--- src/rtl/mandel_scheduler_if.sv ---
`default_nettype none
// ============================================================================
// Module      : mandel_scheduler_if
// Description : Bundles the frame-request inputs, the shared iterator-core
//               job/result bus and the pixel-store write port of the
//               Mandelbrot pixel scheduler.
//               master = scheduler side, slave = environment side.
// Revision    : 1.0  initial release
// ============================================================================
interface mandel_scheduler_if #(
    parameter int NUM_CORES = 4,
    parameter int COORD_W   = 27,
    parameter int ITER_W    = 16,
    parameter int ADDR_W    = 19
);
    // Frame request
    logic                          start;
    logic signed [COORD_W-1:0]     cr_initial;
    logic signed [COORD_W-1:0]     ci_initial;
    logic signed [COORD_W-1:0]     step_r;
    logic signed [COORD_W-1:0]     step_i;
    logic [ITER_W-1:0]             max_iterations;
    // Iterator-core job / result bus
    logic [NUM_CORES-1:0]          core_start;
    logic signed [COORD_W-1:0]     core_cr;
    logic signed [COORD_W-1:0]     core_ci;
    logic [ITER_W-1:0]             core_max_iter;
    logic [NUM_CORES-1:0]          core_done;
    logic [NUM_CORES*ITER_W-1:0]   core_iter;
    logic [NUM_CORES-1:0]          core_ack;
    // Pixel store write port and status
    logic                          wr_en;
    logic [ADDR_W-1:0]             wr_addr;
    logic [ITER_W-1:0]             wr_data;
    logic                          busy;
    logic [31:0]                   finish_render;
    logic                          frame_done;

    modport master (
        input  start, cr_initial, ci_initial, step_r, step_i, max_iterations,
        input  core_done, core_iter,
        output core_start, core_cr, core_ci, core_max_iter, core_ack,
        output wr_en, wr_addr, wr_data, busy, finish_render, frame_done
    );

    modport slave (
        output start, cr_initial, ci_initial, step_r, step_i, max_iterations,
        output core_done, core_iter,
        input  core_start, core_cr, core_ci, core_max_iter, core_ack,
        input  wr_en, wr_addr, wr_data, busy, finish_render, frame_done
    );
endinterface
`default_nettype wire

--- src/rtl/mandel_scheduler.sv ---
`default_nettype none
// ============================================================================
// Module      : mandel_scheduler
// Description : Walks the frame in raster order handing one pixel per cycle
//               to the lowest-index idle iterator core, and retires one core
//               result per cycle into the pixel store (clamped to the
//               iteration ceiling). All outputs are registered, so a decision
//               taken on an edge is visible for the following cycle.
//               finish_render reports the number of busy cycles that preceded
//               the DONE cycle.
// Revision    : 1.0  initial release
// ============================================================================
module mandel_scheduler #(
    parameter int NUM_CORES = 4,
    parameter int H_RES     = 640,
    parameter int V_RES     = 480,
    parameter int COORD_W   = 27,
    parameter int ITER_W    = 16,
    parameter int ADDR_W    = 19
) (
    input  wire logic          clk,
    input  wire logic          reset_n,
    mandel_scheduler_if.master bus
);

    localparam int c_X_W   = (H_RES > 1) ? $clog2(H_RES) : 1;
    localparam int c_Y_W   = (V_RES > 1) ? $clog2(V_RES) : 1;
    localparam int c_IDX_W = (NUM_CORES > 1) ? $clog2(NUM_CORES) : 1;

    localparam logic [c_X_W-1:0] c_X_LAST = c_X_W'(H_RES - 1);
    localparam logic [c_Y_W-1:0] c_Y_LAST = c_Y_W'(V_RES - 1);

    localparam logic [1:0] c_S_IDLE     = 2'd0;
    localparam logic [1:0] c_S_DISPATCH = 2'd1;
    localparam logic [1:0] c_S_DRAIN    = 2'd2;
    localparam logic [1:0] c_S_DONE     = 2'd3;

    logic [1:0]                r_state;
    logic                      r_busy;
    logic [31:0]               r_cycle_cnt;
    logic [31:0]               r_finish;
    logic                      r_frame_done;

    // Frame parameters captured at start
    logic signed [COORD_W-1:0] r_cr0;
    logic signed [COORD_W-1:0] r_step_r;
    logic signed [COORD_W-1:0] r_step_i;
    logic [ITER_W-1:0]         r_max_iter;

    // Raster walk position
    logic [c_X_W-1:0]          r_x;
    logic [c_Y_W-1:0]          r_y;
    logic [ADDR_W-1:0]         r_addr;
    logic signed [COORD_W-1:0] r_cur_cr;
    logic signed [COORD_W-1:0] r_cur_ci;

    // Core bookkeeping and registered outputs
    logic [NUM_CORES-1:0]      r_core_busy;
    logic [ADDR_W-1:0]         r_pix_addr [NUM_CORES];
    logic [NUM_CORES-1:0]      r_core_start;
    logic [NUM_CORES-1:0]      r_core_ack;
    logic signed [COORD_W-1:0] r_core_cr;
    logic signed [COORD_W-1:0] r_core_ci;
    logic                      r_wr_en;
    logic [ADDR_W-1:0]         r_wr_addr;
    logic [ITER_W-1:0]         r_wr_data;

    logic                      w_disp_hit;
    logic [c_IDX_W-1:0]        w_disp_idx;
    logic [NUM_CORES-1:0]      w_disp_mask;
    logic                      w_ret_hit;
    logic [c_IDX_W-1:0]        w_ret_idx;
    logic [NUM_CORES-1:0]      w_ret_mask;
    logic [ITER_W-1:0]         w_ret_iter;
    logic [ITER_W-1:0]         w_ret_data;
    logic [31:0]               w_cnt_inc;

    // Lowest-index idle core (dispatch) and lowest-index finished busy core (retire)
    always_comb begin
        w_disp_hit  = 1'b0;
        w_disp_idx  = '0;
        w_disp_mask = '0;
        w_ret_hit   = 1'b0;
        w_ret_idx   = '0;
        w_ret_mask  = '0;
        w_ret_iter  = '0;
        for (int i = NUM_CORES - 1; i >= 0; i--) begin
            if (!r_core_busy[i]) begin
                w_disp_hit  = 1'b1;
                w_disp_idx  = c_IDX_W'(i);
                w_disp_mask = '0;
                w_disp_mask[i] = 1'b1;
            end
            if (bus.core_done[i] && r_core_busy[i]) begin
                w_ret_hit  = 1'b1;
                w_ret_idx  = c_IDX_W'(i);
                w_ret_mask = '0;
                w_ret_mask[i] = 1'b1;
                w_ret_iter = bus.core_iter[i*ITER_W +: ITER_W];
            end
        end
        if (!(w_disp_hit && (r_state == c_S_DISPATCH))) begin
            w_disp_mask = '0;
        end
        w_ret_data = (w_ret_iter > r_max_iter) ? r_max_iter : w_ret_iter;
        w_cnt_inc  = (&r_cycle_cnt) ? r_cycle_cnt : r_cycle_cnt + 32'd1;
    end

    // Frame state machine, raster walk, core tracking and output registers
    always_ff @(posedge clk or negedge reset_n) begin
        if (!reset_n) begin
            r_state      <= c_S_IDLE;
            r_busy       <= 1'b0;
            r_cycle_cnt  <= '0;
            r_finish     <= '0;
            r_frame_done <= 1'b0;
            r_cr0        <= '0;
            r_step_r     <= '0;
            r_step_i     <= '0;
            r_max_iter   <= '0;
            r_x          <= '0;
            r_y          <= '0;
            r_addr       <= '0;
            r_cur_cr     <= '0;
            r_cur_ci     <= '0;
            r_core_busy  <= '0;
            r_core_start <= '0;
            r_core_ack   <= '0;
            r_core_cr    <= '0;
            r_core_ci    <= '0;
            r_wr_en      <= 1'b0;
            r_wr_addr    <= '0;
            r_wr_data    <= '0;
            for (int i = 0; i < NUM_CORES; i++) begin
                r_pix_addr[i] <= '0;
            end
        end else begin
            r_core_start <= '0;
            r_core_ack   <= '0;
            r_wr_en      <= 1'b0;
            r_frame_done <= 1'b0;

            if (r_busy) begin
                r_cycle_cnt <= w_cnt_inc;
            end

            // A retired core is cleared here and only seen as free next cycle
            if (w_ret_hit) begin
                r_core_ack <= w_ret_mask;
                r_wr_en    <= 1'b1;
                r_wr_addr  <= r_pix_addr[w_ret_idx];
                r_wr_data  <= w_ret_data;
            end
            r_core_busy <= (r_core_busy & ~w_ret_mask) | w_disp_mask;

            case (r_state)
                c_S_IDLE: begin
                    if (bus.start) begin
                        r_cr0       <= bus.cr_initial;
                        r_step_r    <= bus.step_r;
                        r_step_i    <= bus.step_i;
                        r_max_iter  <= bus.max_iterations;
                        r_cur_cr    <= bus.cr_initial;
                        r_cur_ci    <= bus.ci_initial;
                        r_x         <= '0;
                        r_y         <= '0;
                        r_addr      <= '0;
                        r_cycle_cnt <= '0;
                        r_busy      <= 1'b1;
                        r_state     <= c_S_DISPATCH;
                    end
                end
                c_S_DISPATCH: begin
                    if (w_disp_hit) begin
                        r_core_start           <= w_disp_mask;
                        r_core_cr              <= r_cur_cr;
                        r_core_ci              <= r_cur_ci;
                        r_pix_addr[w_disp_idx] <= r_addr;
                        r_addr                 <= r_addr + 1'b1;
                        if (r_x == c_X_LAST) begin
                            r_x      <= '0;
                            r_y      <= r_y + 1'b1;
                            r_cur_cr <= r_cr0;
                            r_cur_ci <= r_cur_ci + r_step_i;
                            if (r_y == c_Y_LAST) begin
                                r_state <= c_S_DRAIN;
                            end
                        end else begin
                            r_x      <= r_x + 1'b1;
                            r_cur_cr <= r_cur_cr + r_step_r;
                        end
                    end
                end
                c_S_DRAIN: begin
                    if (r_core_busy == '0) begin
                        r_frame_done <= 1'b1;
                        r_finish     <= w_cnt_inc;
                        r_state      <= c_S_DONE;
                    end
                end
                c_S_DONE: begin
                    r_busy  <= 1'b0;
                    r_state <= c_S_IDLE;
                end
                default: begin
                    r_state <= c_S_IDLE;
                end
            endcase
        end
    end

    assign bus.core_start    = r_core_start;
    assign bus.core_cr       = r_core_cr;
    assign bus.core_ci       = r_core_ci;
    assign bus.core_max_iter = r_max_iter;
    assign bus.core_ack      = r_core_ack;
    assign bus.wr_en         = r_wr_en;
    assign bus.wr_addr       = r_wr_addr;
    assign bus.wr_data       = r_wr_data;
    assign bus.busy          = r_busy;
    assign bus.finish_render = r_finish;
    assign bus.frame_done    = r_frame_done;

endmodule
`default_nettype wire
--- src/flat_wrapper.sv ---
// flat-port wrapper written by rule: the top's interface ports become plain ports
module mandel_scheduler_flat 
#(
    parameter int NUM_CORES = 4,
    parameter int H_RES     = 640,
    parameter int V_RES     = 480,
    parameter int COORD_W   = 27,
    parameter int ITER_W    = 16,
    parameter int ADDR_W    = 19
)
  (clk, reset_n, bus_start, bus_cr_initial, bus_ci_initial, bus_step_r, bus_step_i, bus_max_iterations, bus_core_done, bus_core_iter, bus_core_start, bus_core_cr, bus_core_ci, bus_core_max_iter, bus_core_ack, bus_wr_en, bus_wr_addr, bus_wr_data, bus_busy, bus_finish_render, bus_frame_done);
  mandel_scheduler_if #(.NUM_CORES(NUM_CORES), .COORD_W(COORD_W), .ITER_W(ITER_W), .ADDR_W(ADDR_W)) bus_i ();
  input  wire logic clk;
  input  wire logic reset_n;
  input wire logic [$bits(bus_i.start)-1:0] bus_start;
  input wire logic [$bits(bus_i.cr_initial)-1:0] bus_cr_initial;
  input wire logic [$bits(bus_i.ci_initial)-1:0] bus_ci_initial;
  input wire logic [$bits(bus_i.step_r)-1:0] bus_step_r;
  input wire logic [$bits(bus_i.step_i)-1:0] bus_step_i;
  input wire logic [$bits(bus_i.max_iterations)-1:0] bus_max_iterations;
  input wire logic [$bits(bus_i.core_done)-1:0] bus_core_done;
  input wire logic [$bits(bus_i.core_iter)-1:0] bus_core_iter;
  output wire logic [$bits(bus_i.core_start)-1:0] bus_core_start;
  output wire logic [$bits(bus_i.core_cr)-1:0] bus_core_cr;
  output wire logic [$bits(bus_i.core_ci)-1:0] bus_core_ci;
  output wire logic [$bits(bus_i.core_max_iter)-1:0] bus_core_max_iter;
  output wire logic [$bits(bus_i.core_ack)-1:0] bus_core_ack;
  output wire logic [$bits(bus_i.wr_en)-1:0] bus_wr_en;
  output wire logic [$bits(bus_i.wr_addr)-1:0] bus_wr_addr;
  output wire logic [$bits(bus_i.wr_data)-1:0] bus_wr_data;
  output wire logic [$bits(bus_i.busy)-1:0] bus_busy;
  output wire logic [$bits(bus_i.finish_render)-1:0] bus_finish_render;
  output wire logic [$bits(bus_i.frame_done)-1:0] bus_frame_done;
  assign bus_i.start = bus_start;
  assign bus_i.cr_initial = bus_cr_initial;
  assign bus_i.ci_initial = bus_ci_initial;
  assign bus_i.step_r = bus_step_r;
  assign bus_i.step_i = bus_step_i;
  assign bus_i.max_iterations = bus_max_iterations;
  assign bus_i.core_done = bus_core_done;
  assign bus_i.core_iter = bus_core_iter;
  assign bus_core_start = bus_i.core_start;
  assign bus_core_cr = bus_i.core_cr;
  assign bus_core_ci = bus_i.core_ci;
  assign bus_core_max_iter = bus_i.core_max_iter;
  assign bus_core_ack = bus_i.core_ack;
  assign bus_wr_en = bus_i.wr_en;
  assign bus_wr_addr = bus_i.wr_addr;
  assign bus_wr_data = bus_i.wr_data;
  assign bus_busy = bus_i.busy;
  assign bus_finish_render = bus_i.finish_render;
  assign bus_frame_done = bus_i.frame_done;
  mandel_scheduler #(.NUM_CORES(NUM_CORES), .H_RES(H_RES), .V_RES(V_RES), .COORD_W(COORD_W), .ITER_W(ITER_W), .ADDR_W(ADDR_W)) u_core (.clk(clk), .reset_n(reset_n), .bus(bus_i));
endmodule
--- config.mk ---
export PLATFORM = sky130hd
export DESIGN_NAME = mandel_scheduler_flat
export DESIGN_NICKNAME = d
export VERILOG_FILES = /design/src/rtl/mandel_scheduler_if.sv /design/src/rtl/mandel_scheduler.sv /design/src/flat_wrapper.sv
export SDC_FILE = /design/constraint.sdc
export NUM_CORES = 1
export LEC_CHECK = 0
export CAP_MARGIN = 20
export CORE_UTILIZATION = 35
export DETAILED_ROUTE_END_ITERATION = 8
export PLACE_DENSITY_LB_ADDON = 0.15
export SLEW_MARGIN = 10
export SYNTH_ARGS = -nofsm -noshare
export SYNTH_HDL_FRONTEND = slang
export SYNTH_SLANG_ARGS = --single-unit
export TNS_END_PERCENT = 20
--- constraint.sdc ---
create_clock -name clk -period 3.2 [get_ports clk]
set_input_delay 0.32 -clock clk [delete_from_list [all_inputs] [get_ports clk]]
set_output_delay 0.32 -clock clk [all_outputs]
set_load 0.02 [all_outputs]
==> results.toml, run 1 <==
[pwr]
peakVddDrop_mv = 0.403
power_density_nw_per_um2 = 1000
power.total_w = 0.0285
leakage_nw = 13.3

[hold_path]
hp-class = "input pin to register"

[clock_network]
cts_tree = "built"
clock_sinks = 435
cts-root-buf = "clkbuf_16"
clkLatencyLatePin_ns = 0.60
htree_levels = 2
path_clk_slew_ns = 0.06
cts_made_buffers = 50
clock_path_buffers = 3

[logic_synthesis]
yosysWarnings = 0
synth-edff-count = 0
syn-num-nets = 2572
avgSynthCellArea_um2 = 9.53
ys.flop_type = "dfrtp_1"
synth_area_um2 = 21900
yosysSeqAreaShare_pct = 49.7
ys_ff_latch = 435
synth_cell_types = 64
async_flop_share_pct = 100
synthCells = 2299

[timing]
fin_skew_ns = 0.0240
max_clock_freq_mhz = 328
maxSlewHeadroom_pct = 34.2
tightest_slew_ns = 0.987
tns_ns = 0
fin_crit_ns = 3.05
hold_viol_final = 0
slew_violations = 0
setup_viol = 0
whs_ns = 0.248
rsz0062_at_grt = "yes"
fin_crit_sh_pct = 95.2

[global_routing]
grt_max_degree = 81
grt_first_pass_wirelength_um = 103000
grt-ovfl-total = 0
antenna_found_initial = 1
grt_pass1_vias = 18400
grt_usage_pct = 20.5

[die]
die_height_um = 252
start_util_pct = 35.4
rows = 91
core-area_um2 = 61800
pin_count = 343
dieArea_um2 = 63600
die_w_um = 252

[placed_design]
placed_area_um2 = 26700
gp_congestion = 0.900
dpl.hpwl_um = 46200
port_buffers = 342

[drt]
drcViolationCount = 0
viasPerCell = 5.07
vias = 17900
first_pass_iters = 5
routedWlPerCell_um = 18.5
dr.first_iter.drc_count = 1032
wl_um = 65400
ant_nets = 0

[final_layout]
final_cell_mix = "nand2_1 (492), dfrtp_1 (434), clkdlybuf4s50_1 (341)"
syn2layout_area_growth_pct = 29.8
num-nets-final = 2927
final_common_cell = "nand2_1"
drive_above_1_share_pct = 10.8
design_area_um2 = 28400
num_antenna_cells = 0

[critical_path]
slowest_stage = "dfrtp_1"
path_class = "register to register"
critPathMaxStageDelay_ns = 0.36
reg2reg_slack_ns = 0.15
start_kind = "register"
arrival_ns = 3.50
worstSetupEndpointType = "register"
crit_path_max_fanout = 10
required_ns = 3.65
path_cells = "and2_1 -> nor2_4 -> buf_12 -> buf_4 -> a221oi_1 -> nor2_1 -> ha_1 -> o21ai_0 -> nand2b_1 -> a21oi_1 -> a211o_1 -> a21oi_4 -> buf_12 -> mux2i_1 -> o21ai_0"

[job]
cap_viol_max_count = 0

[status]
status = "completed"
[cell usage after synthesis (all sizes together) (18+ instances only)]
cell type	instances	share of area (%)
a21o	25	0.86
a21oi	133	3.1
and3	38	1.1
buf	22	0.53
clkbuf	99	1.7
dfrtp	435	50
ha	76	4.3
inv	46	0.79
mux2	98	5.0
mux2i	72	3.3
nand2	497	8.5
nand3	44	1.0
nand4	35	1.1
nor2	182	3.1
nor3	18	0.41
o21ai	160	3.7
xnor2	52	2.1
xor2	72	2.9
[logic make-up (layout without fill, tap and decap cells)]
kind of cell	count (synthesis)	in the layout	synth area share (%)
simple gates	866	866	16.9
compound gates	458	458	12.6
xor+xnor	124	124	4.96
flops	435	435	49.7
mux	170	170	8.33
buf+inv	168	564	3.03
fa+ha+maj	78	78	4.52
[final cells by class]
cell class              instances  area (um^2)
multi-input cells            1696        10500
clock buffers                  74         1460
repair buffers                424         4170
inverters                      47          176
well taps                     837         1050
flip-flops and latches        435        10900
clock inverters                19          221
fillers                      5934        33400
[worst max-delay path: cells and delay by family (launching register included)]
| family | cells | cell delay (ns) |
|---|---|---|
| AOI/OAI and AO/OA | 6 | 1.05 |
| and+or+nand+nor | 4 | 0.53 |
| buffers and inverters | 3 | 0.46 |
| DFF | 1 | 0.36 |
| adders and majority gates | 1 | 0.32 |
| muxes | 1 | 0.18 |
[metrics by stage]
step	setup WS [ns]	cells	util (%)
floorplan	0.0407	2299	-
global placement	-0.262	3438	43.1
detailed placement	-0.276	3438	43.1
CTS	0.0935	3532	45.9
global route	-0.0179	3532	46.0
finish	0.152	3532	46.0
[power by group]
group | switching (W) | internal (W)
Clock | 0.00238 | 0.00349
Combinational | 0.00785 | 0.00614
Sequential | 0.00133 | 0.00732
[per-layer routing]
| layer | vias up | routed length [um] | part of all wire (%) | global-route usage, % |
|---|---|---|---|---|
| li1 | 8631 | - | - | - |
| met1 | 8782 | 28700 | 44 | 26.2 |
| met2 | 418 | 31700 | 48 | 35.0 |
| met3 | 93 | 3350 | 5.1 | 3.88 |
| met4 | 0 | 1730 | 2.6 | 5.90 |
| met5 | - | 0 | 0 | 0 |
[sequential cells by signal, indices dropped and copies added, names as in the netlist, 9 cells and up]
signal,cells
u_core.r_cr0,27
u_core.r_step_i,27
u_core.r_pix_addr,76
u_core.r_step_r,27
u_core.bus.core_max_iter,16
u_core.bus.wr_data,16
u_core.r_cur_cr,27
u_core.bus.core_cr,27
u_core.bus.wr_addr,19
u_core.r_y,9
u_core.bus.finish_render,32
u_core.r_addr,19
u_core.bus.core_ci,27
u_core.r_cycle_cnt,32
u_core.r_cur_ci,27
u_core.r_x,10
[path summary, 6_finish.rpt]
check                                       from                      to  cells after the start
max reg2reg                u_core.r_core_busy[2]   u_core.bus.wr_data[6]                     15
min reg2reg                u_core.r_pix_addr[52]   u_core.r_pix_addr[52]                      2
max in group asynchronous                reset_n   u_core.r_core_busy[1]                      3
min                                bus_step_i[9]      u_core.r_step_i[9]                      3
min in group asynchronous                reset_n  u_core.bus.core_ci[10]                      2
max                        u_core.r_core_busy[2]   u_core.bus.wr_data[6]                     15
[timing repair]
| item | CTS | global route |
|---|---|---|
| setup buffers | 0 | 0 |
| hold buffers | 1 | 0 |
| resized for setup | 0 | 13 |
| hold endpoints to repair | 57 | 0 |
| endpoints found under the setup margin | 0 | 18 |
No activity file was read; power rests on OpenSTA's default activity.
==> run 2: changes to the inputs <==
--- a/config.mk
+++ b/config.mk
@@ -8,6 +8,8 @@
 export CAP_MARGIN = 20
 export CORE_UTILIZATION = 35
 export DETAILED_ROUTE_END_ITERATION = 8
+export DONT_BUFFER_PORTS = 1
+export MAX_ROUTING_LAYER = met4
 export PLACE_DENSITY_LB_ADDON = 0.15
 export SLEW_MARGIN = 10
 export SYNTH_ARGS = -nofsm -noshare
==> run 2 against run 1 <==
Effect of this change:
- register-to-register slack barely moved
- the run now ends with negative hold slack left
- largest power group unchanged
- critical path depth rose by 1
- maximum frequency rose by 0.14%
- clock power rose by 5.1%
==> results.toml, run 2 (synthesized netlist as in run 1, its figures left out) <==
[pwr]
p_comb_share_pct = 41.0
power_density_nw_per_um2 = 1030
p_sw_share_pct = 41.8
seq_power_share_pct = 36.2
p_clk_share_pct = 22.8
peakVddDrop_mv = 0.559
p_sw_w = 0.0113
leakage_nw = 12.4
p_int_w = 0.0157

[drt]
vias = 17000
drcViolationCount = 0
dr.first_iter.drc_count = 956
viasPerCell = 5.16
routedWlPerCell_um = 19.3
first_pass_iters = 5
ant_nets = 0
wl_um = 63900

[timing]
whs_ns = -0.567
slew_violations = 0
tns_ns = 0
fin_crit_sh_pct = 95.1
fin_skew_ns = 0.00995
setup_viol = 0
maxSlewHeadroom_pct = 24.7
fin_crit_ns = 3.04
tightest_slew_ns = 1.13
hold_viol_final = 435
max_clock_freq_mhz = 329

[die]
rows = 91
die_w_um = 252
pin_count = 343
die_height_um = 252
dieArea_um2 = 63600
core-area_um2 = 61800
start_util_pct = 35.4

[critical_path]
arrival_ns = 3.50
worstSetupEndpointType = "register"
critPathBufInv = 2
required_ns = 3.66
slowest_stage = "dfrtp_1"
path_cells = "and2_2 -> nor2_2 -> buf_6 -> a22oi_1 -> nor2_1 -> a221oi_2 -> ha_1 -> nor2b_1 -> o21a_1 -> o21a_1 -> o21ai_0 -> a211o_1 -> a21oi_4 -> clkbuf_16 -> mux2i_1 -> o21ai_0"
reg2reg_depth = 16
start_kind = "register"
path_class = "register to register"
crit_path_max_fanout = 8
critPathMaxStageDelay_ns = 0.37
cp_top_family = "compound AO/OA/AOI/OAI gates"
crit_cells = 16

[global_routing]
grt_first_pass_wirelength_um = 99700
grt_pass1_vias = 17400
grt_usage_pct = 20.5
antenna_found_initial = 11
grt_max_degree = 436
grt-ovfl-total = 0

[final_layout]
num-nets-final = 2687
nFillCells = 6041
design_area_um2 = 26100
multi_input_area_um2 = 10500
syn2layout_area_growth_pct = 19.4
final_cell_mix = "nand2_1 (491), dfrtp_1 (435), nor2_1 (180)"
largest_reg_flops = 76
final_common_cell = "nand2_1"
seq_area_um2 = 10900
top_register = "u_core.r_pix_addr"
drive_above_1_share_pct = 10.9

[clock_network]
path_clk_slew_ns = 0.06
clock_sinks = 435
clkLatencyLatePin_ns = 0.60
cts_made_buffers = 52
cts_tree = "built"
clock_path_buffers = 3
htree_levels = 2
cts-root-buf = "clkbuf_16"

[placed_design]
dpl.hpwl_um = 42700
port_buffers = 0
placed_area_um2 = 22900
gp_congestion = 0.876

[job]
cap_viol_max_count = 0

[hold_path]
hp-class = "input pin to asynchronous set/reset pin"

[status]
violations = "negative hold slack"
status = "finished, violations left"
run 2: changes by cell type in the layout (fill, tap and decap cells not counted), sizes merged:
cell           delta
dlygate4sd3     +127
bufinv            +1
clkinv            -4
buf              -29
clkbuf            +3
clkinvlp          +1
diode            +13
clkdlybuf4s50   -341
run 2: per-layer routing:
metal,wire [um],global-route usage [%],up-vias
met5,0,-,-
met4,2190,7.38,0
met3,3930,5.01,126
met2,30600,33.6,412
met1,27200,24.5,8324
li1,-,-,8175
run 2: cell type report:
class	instances	share of cell area [%]
clock inverter	17	0.871
clock buffer	76	5.94
sequential	435	41.6
timing repair buffer	182	6.68
inverter	47	0.675
antenna	13	0.124
tap	837	4.01
multi-input combinational	1696	40.1
run 2: worst reg2reg max path: cells and delay by family, from the launching register on:
family,cells,cell delay (ns)
flip-flops,1,0.37
multiplexers,1,0.17
AND/OR/NAND/NOR,4,0.65
buffers and inverters,2,0.39
AO/OA/AOI/OAI,8,1.12
adder cells (fa/ha/maj),1,0.20
run 2: per-stage QoR:
| stage | utilization [%] | hold WS [ns] | cells | total power (W) | setup slack, ns |
|---|---|---|---|---|---|
| after floorplan | - | 0.0244 | 2299 | 0.0174 | 0.0407 |
| after global placement | 37.1 | 0.0405 | 3065 | 0.0205 | 0.113 |
| after detailed placement | 37.1 | 0.0376 | 3065 | 0.0207 | 0.0300 |
| after CTS | 42.0 | -0.616 | 3285 | 0.0271 | 0.0767 |
| after global routing | 42.3 | -0.606 | 3301 | 0.0291 | -0.0126 |
| final | 42.3 | -0.567 | 3303 | 0.0271 | 0.156 |
run 2: final timing paths:
| path | start | end | slack (ns) |
|---|---|---|---|
| min in group clk | bus_ci_initial[14] | u_core.r_cur_ci[14] | 0.06 |
| hold / removal | reset_n | u_core.r_step_i[10] | -0.57 |
| setup / recovery | u_core.r_core_busy[2] | u_core.bus.wr_data[12] | 0.16 |
| setup reg to reg | u_core.r_core_busy[2] | u_core.bus.wr_data[12] | 0.16 |
| max in group asynchronous | reset_n | u_core.bus.wr_data[14] | 2.85 |
| hold reg to reg | u_core.r_pix_addr[43] | u_core.r_pix_addr[43] | 0.47 |
run 2: power groups by stage:
stage	Sequential [W]	Combinational [W]	Clock (W)
2_1_floorplan	0.00925	0.00817	0
3_3_place_gp	0.00986	0.0106	0
3_5_place_dp	0.00989	0.0108	0
4_1_cts	0.00981	0.0110	0.00638
5_1_grt	0.0100	0.0125	0.00655
6_report	0.00979	0.0111	0.00617
run 2: repair_timing:
item / CTS / global route
endpoints found under the hold margin: 590 / 436
pin swaps: 0 / 4
gates cloned: 0 / 2
buffers inserted: 0 / 2
setup endpoints to repair: 1 / 16
hold buffers: 127 / 1
gates resized for setup: 1 / 14
==> RTL edit: new RTL, config.mk and constraints of run 2 <==
`COORD_W` is set to 27 in 3 places; all go to 54.
--- a/src/rtl/mandel_scheduler_if.sv
+++ b/src/rtl/mandel_scheduler_if.sv
@@ -11,3 +11,3 @@
     parameter int NUM_CORES = 4,
-    parameter int COORD_W   = 27,
+    parameter int COORD_W   = 54,
     parameter int ITER_W    = 16,
--- a/src/rtl/mandel_scheduler.sv
+++ b/src/rtl/mandel_scheduler.sv
@@ -16,3 +16,3 @@
     parameter int V_RES     = 480,
-    parameter int COORD_W   = 27,
+    parameter int COORD_W   = 54,
     parameter int ITER_W    = 16,
--- a/src/flat_wrapper.sv
+++ b/src/flat_wrapper.sv
@@ -6,3 +6,3 @@
     parameter int V_RES     = 480,
-    parameter int COORD_W   = 27,
+    parameter int COORD_W   = 54,
     parameter int ITER_W    = 16,
Ports: changed (6 resized); port bits go from 343 to 505. The function was not compared with the original's and may differ.
==> RTL edit against run 2 <==
The run ends with negative hold slack, negative setup slack left. Wire length up 67%. Setup slack worse by 320 ps. Power up 89%. Combinational power up 140%. Sequential cell count up 189. Global-route usage up 2.3 points. Cell area up 58%. First-iteration DRC count up 75%. Clock skew up 14 ps. Area after synthesis up 49%. Largest power group unchanged.
==> RTL edit: results (changes against run 2) <==
Parameter                              Value

Layout
  Net count, final ... 4020 (+50%)
  Final std cells w/o fill ... 4916 (+49%)
  Fraction of final layout cells with drive strength greater than 1 ... 0.219 (+0.110)
  Final-layout fill cell count ... 8666 (+43%)

GRT
  First-pass GRT wire length ... 164 mm (+65%)
  Antenna violations before repair ... 30 (+19)
  Maximum number of pins on one net before global-route repair ... 625 (+43%)
  Global-route usage over all layers ... 0.229 (+0.0234)

Outcome
  Run status ... finished with violations
  Failing checks ... negative hold slack, negative setup slack

STA
  Clock Skews ... 23.5 ps (+13.5 ps)
  Total of endpoints with negative setup slack in the final report ... 11 (+11)
  Hold slack final ... -585 ps (-18.3 ps)
  Final hold violation count ... 624 (+43%)
  Setup WS post-layout ... -163 ps (-319 ps)
  Worst slew margin ... 0.00335 (-0.244)

CTS
  # H-tree levels ... 3 (+1)
  Number of buffers inserted during clock tree synthesis ... 76 (+46%)
  Clock latency of the later-clocked register in the worst-skew pair ... 640 ps (+40 ps)

Power
  Static Leakage ... 18.3 nW (+48%)

Logic synthesis
  Synth area leaders ... dfrtp_1, mux2_2, ha_1

Detailed routing
  Overall routed net length ... 107 mm (+67%)
  Starting DRT DRC Count ... 1672 (+75%)

Setup path
  Critical path fanouts, max ... 3 (-5)
  Highest cell delay on the worst timing path ... 390 ps (+20 ps)
  Data arrival time of the critical path ... 3930 ps (+430 ps)

Place
  Dpl hpwl ... 75.0 mm (+76%)
  Final GP Congestion ... 0.918 (+4.9%)
==> RTL edit: changes by cell type after synthesis, moves of 24 or more <==
cell | before | now
a21o_1 | 25 | 78
a21oi_1 | 132 | 173
a222oi_1 | 0 | 28
a31oi_1 | 16 | 41
clkbuf_1 | 99 | 168
dfrtp_1 | 435 | 624
ha_1 | 76 | 130
mux2_2 | 98 | 308
nand2_1 | 497 | 426
nand3_1 | 44 | 78
o21ai_0 | 150 | 250
or3_1 | 10 | 39
xor2_1 | 72 | 96
==> RTL edit: stage by stage <==
stage          TNS, ps  hold WS (ps)  setup slack (ps)  power, mW
2_1_floorplan    -1390          24.4              -133       31.1
3_3_place_gp     -7380          51.3              -440       39.7
3_5_place_dp     -9740          48.2              -445       40.0
4_1_cts          -1420          -657              -286       50.6
5_1_grt          -5640          -616              -323       54.7
6_report          -933          -585              -163       51.1
==> RTL edit: logic make-up after synthesis <==
kind of cell             share of synthesized area
AND/OR/NAND/NOR                              0.128
AO/OA/AOI/OAI                                0.148
flip-flops                                   0.478
multiplexers                                 0.121
buffers and inverters                       0.0286
XOR/XNOR                                    0.0458
adder cells (fa/ha/maj)                     0.0510
==> RTL edit: worst paths after layout <==
| path | cells past startpoint | slack, ps | to | startpoint |
|---|---|---|---|---|
| max | 15 | -160 | u_core.r_cur_ci[44] | u_core.r_step_i[0] |
| min | 0 | -580 | u_core.bus.frame_done | reset_n |
| max reg2reg | 15 | -160 | u_core.r_cur_ci[44] | u_core.r_step_i[0] |
| min reg2reg | 2 | 470 | u_core.r_pix_addr[25] | u_core.r_pix_addr[25] |
| max in group asynchronous | 0 | 2600 | u_core.r_step_r[49] | reset_n |
| min in group clk | 3 | 140 | u_core.r_cur_ci[49] | bus_ci_initial[49] |
==> RTL edit: metal layers <==
layer  wire (um)  GRT usage  up-vias
met3        6690     0.0500      167
li1            -          -    12348
met4        3090     0.0810        0
met5           0          -        -
met2       50500      0.364      722
met1       46700      0.286    13005
==> RTL edit: timing repair <==
action / in CTS / in global routing
hold endpoints to repair: 915 / 624
cloned: 0 / 0
gates resized for setup: 66 / 67
pin swaps: 23 / 37
setup endpoints to repair: 52 / 57
buffers inserted: 9 / 7
==> RTL edit: power by group through the flow <==
stage	combinational (mW)	sequential, mW	clock (mW)
after floorplan	17.0	14.1	0
after global placement	24.5	15.2	0
after detailed placement	24.7	15.3	0
after CTS	25.9	15.2	9.57
after global routing	29.2	15.6	9.87
final	26.6	15.2	9.30
==> RTL edit: cell type report <==
type	instances	area share
Inverter	60	0.00544
Multi-Input combinational cell	2341	0.410
Timing Repair Buffer	482	0.104
Clock inverter	29	0.0118
Tap cell	1243	0.0376
Sequential cell	624	0.377
Clock buffer	107	0.0527
Antenna cell	30	0.00181
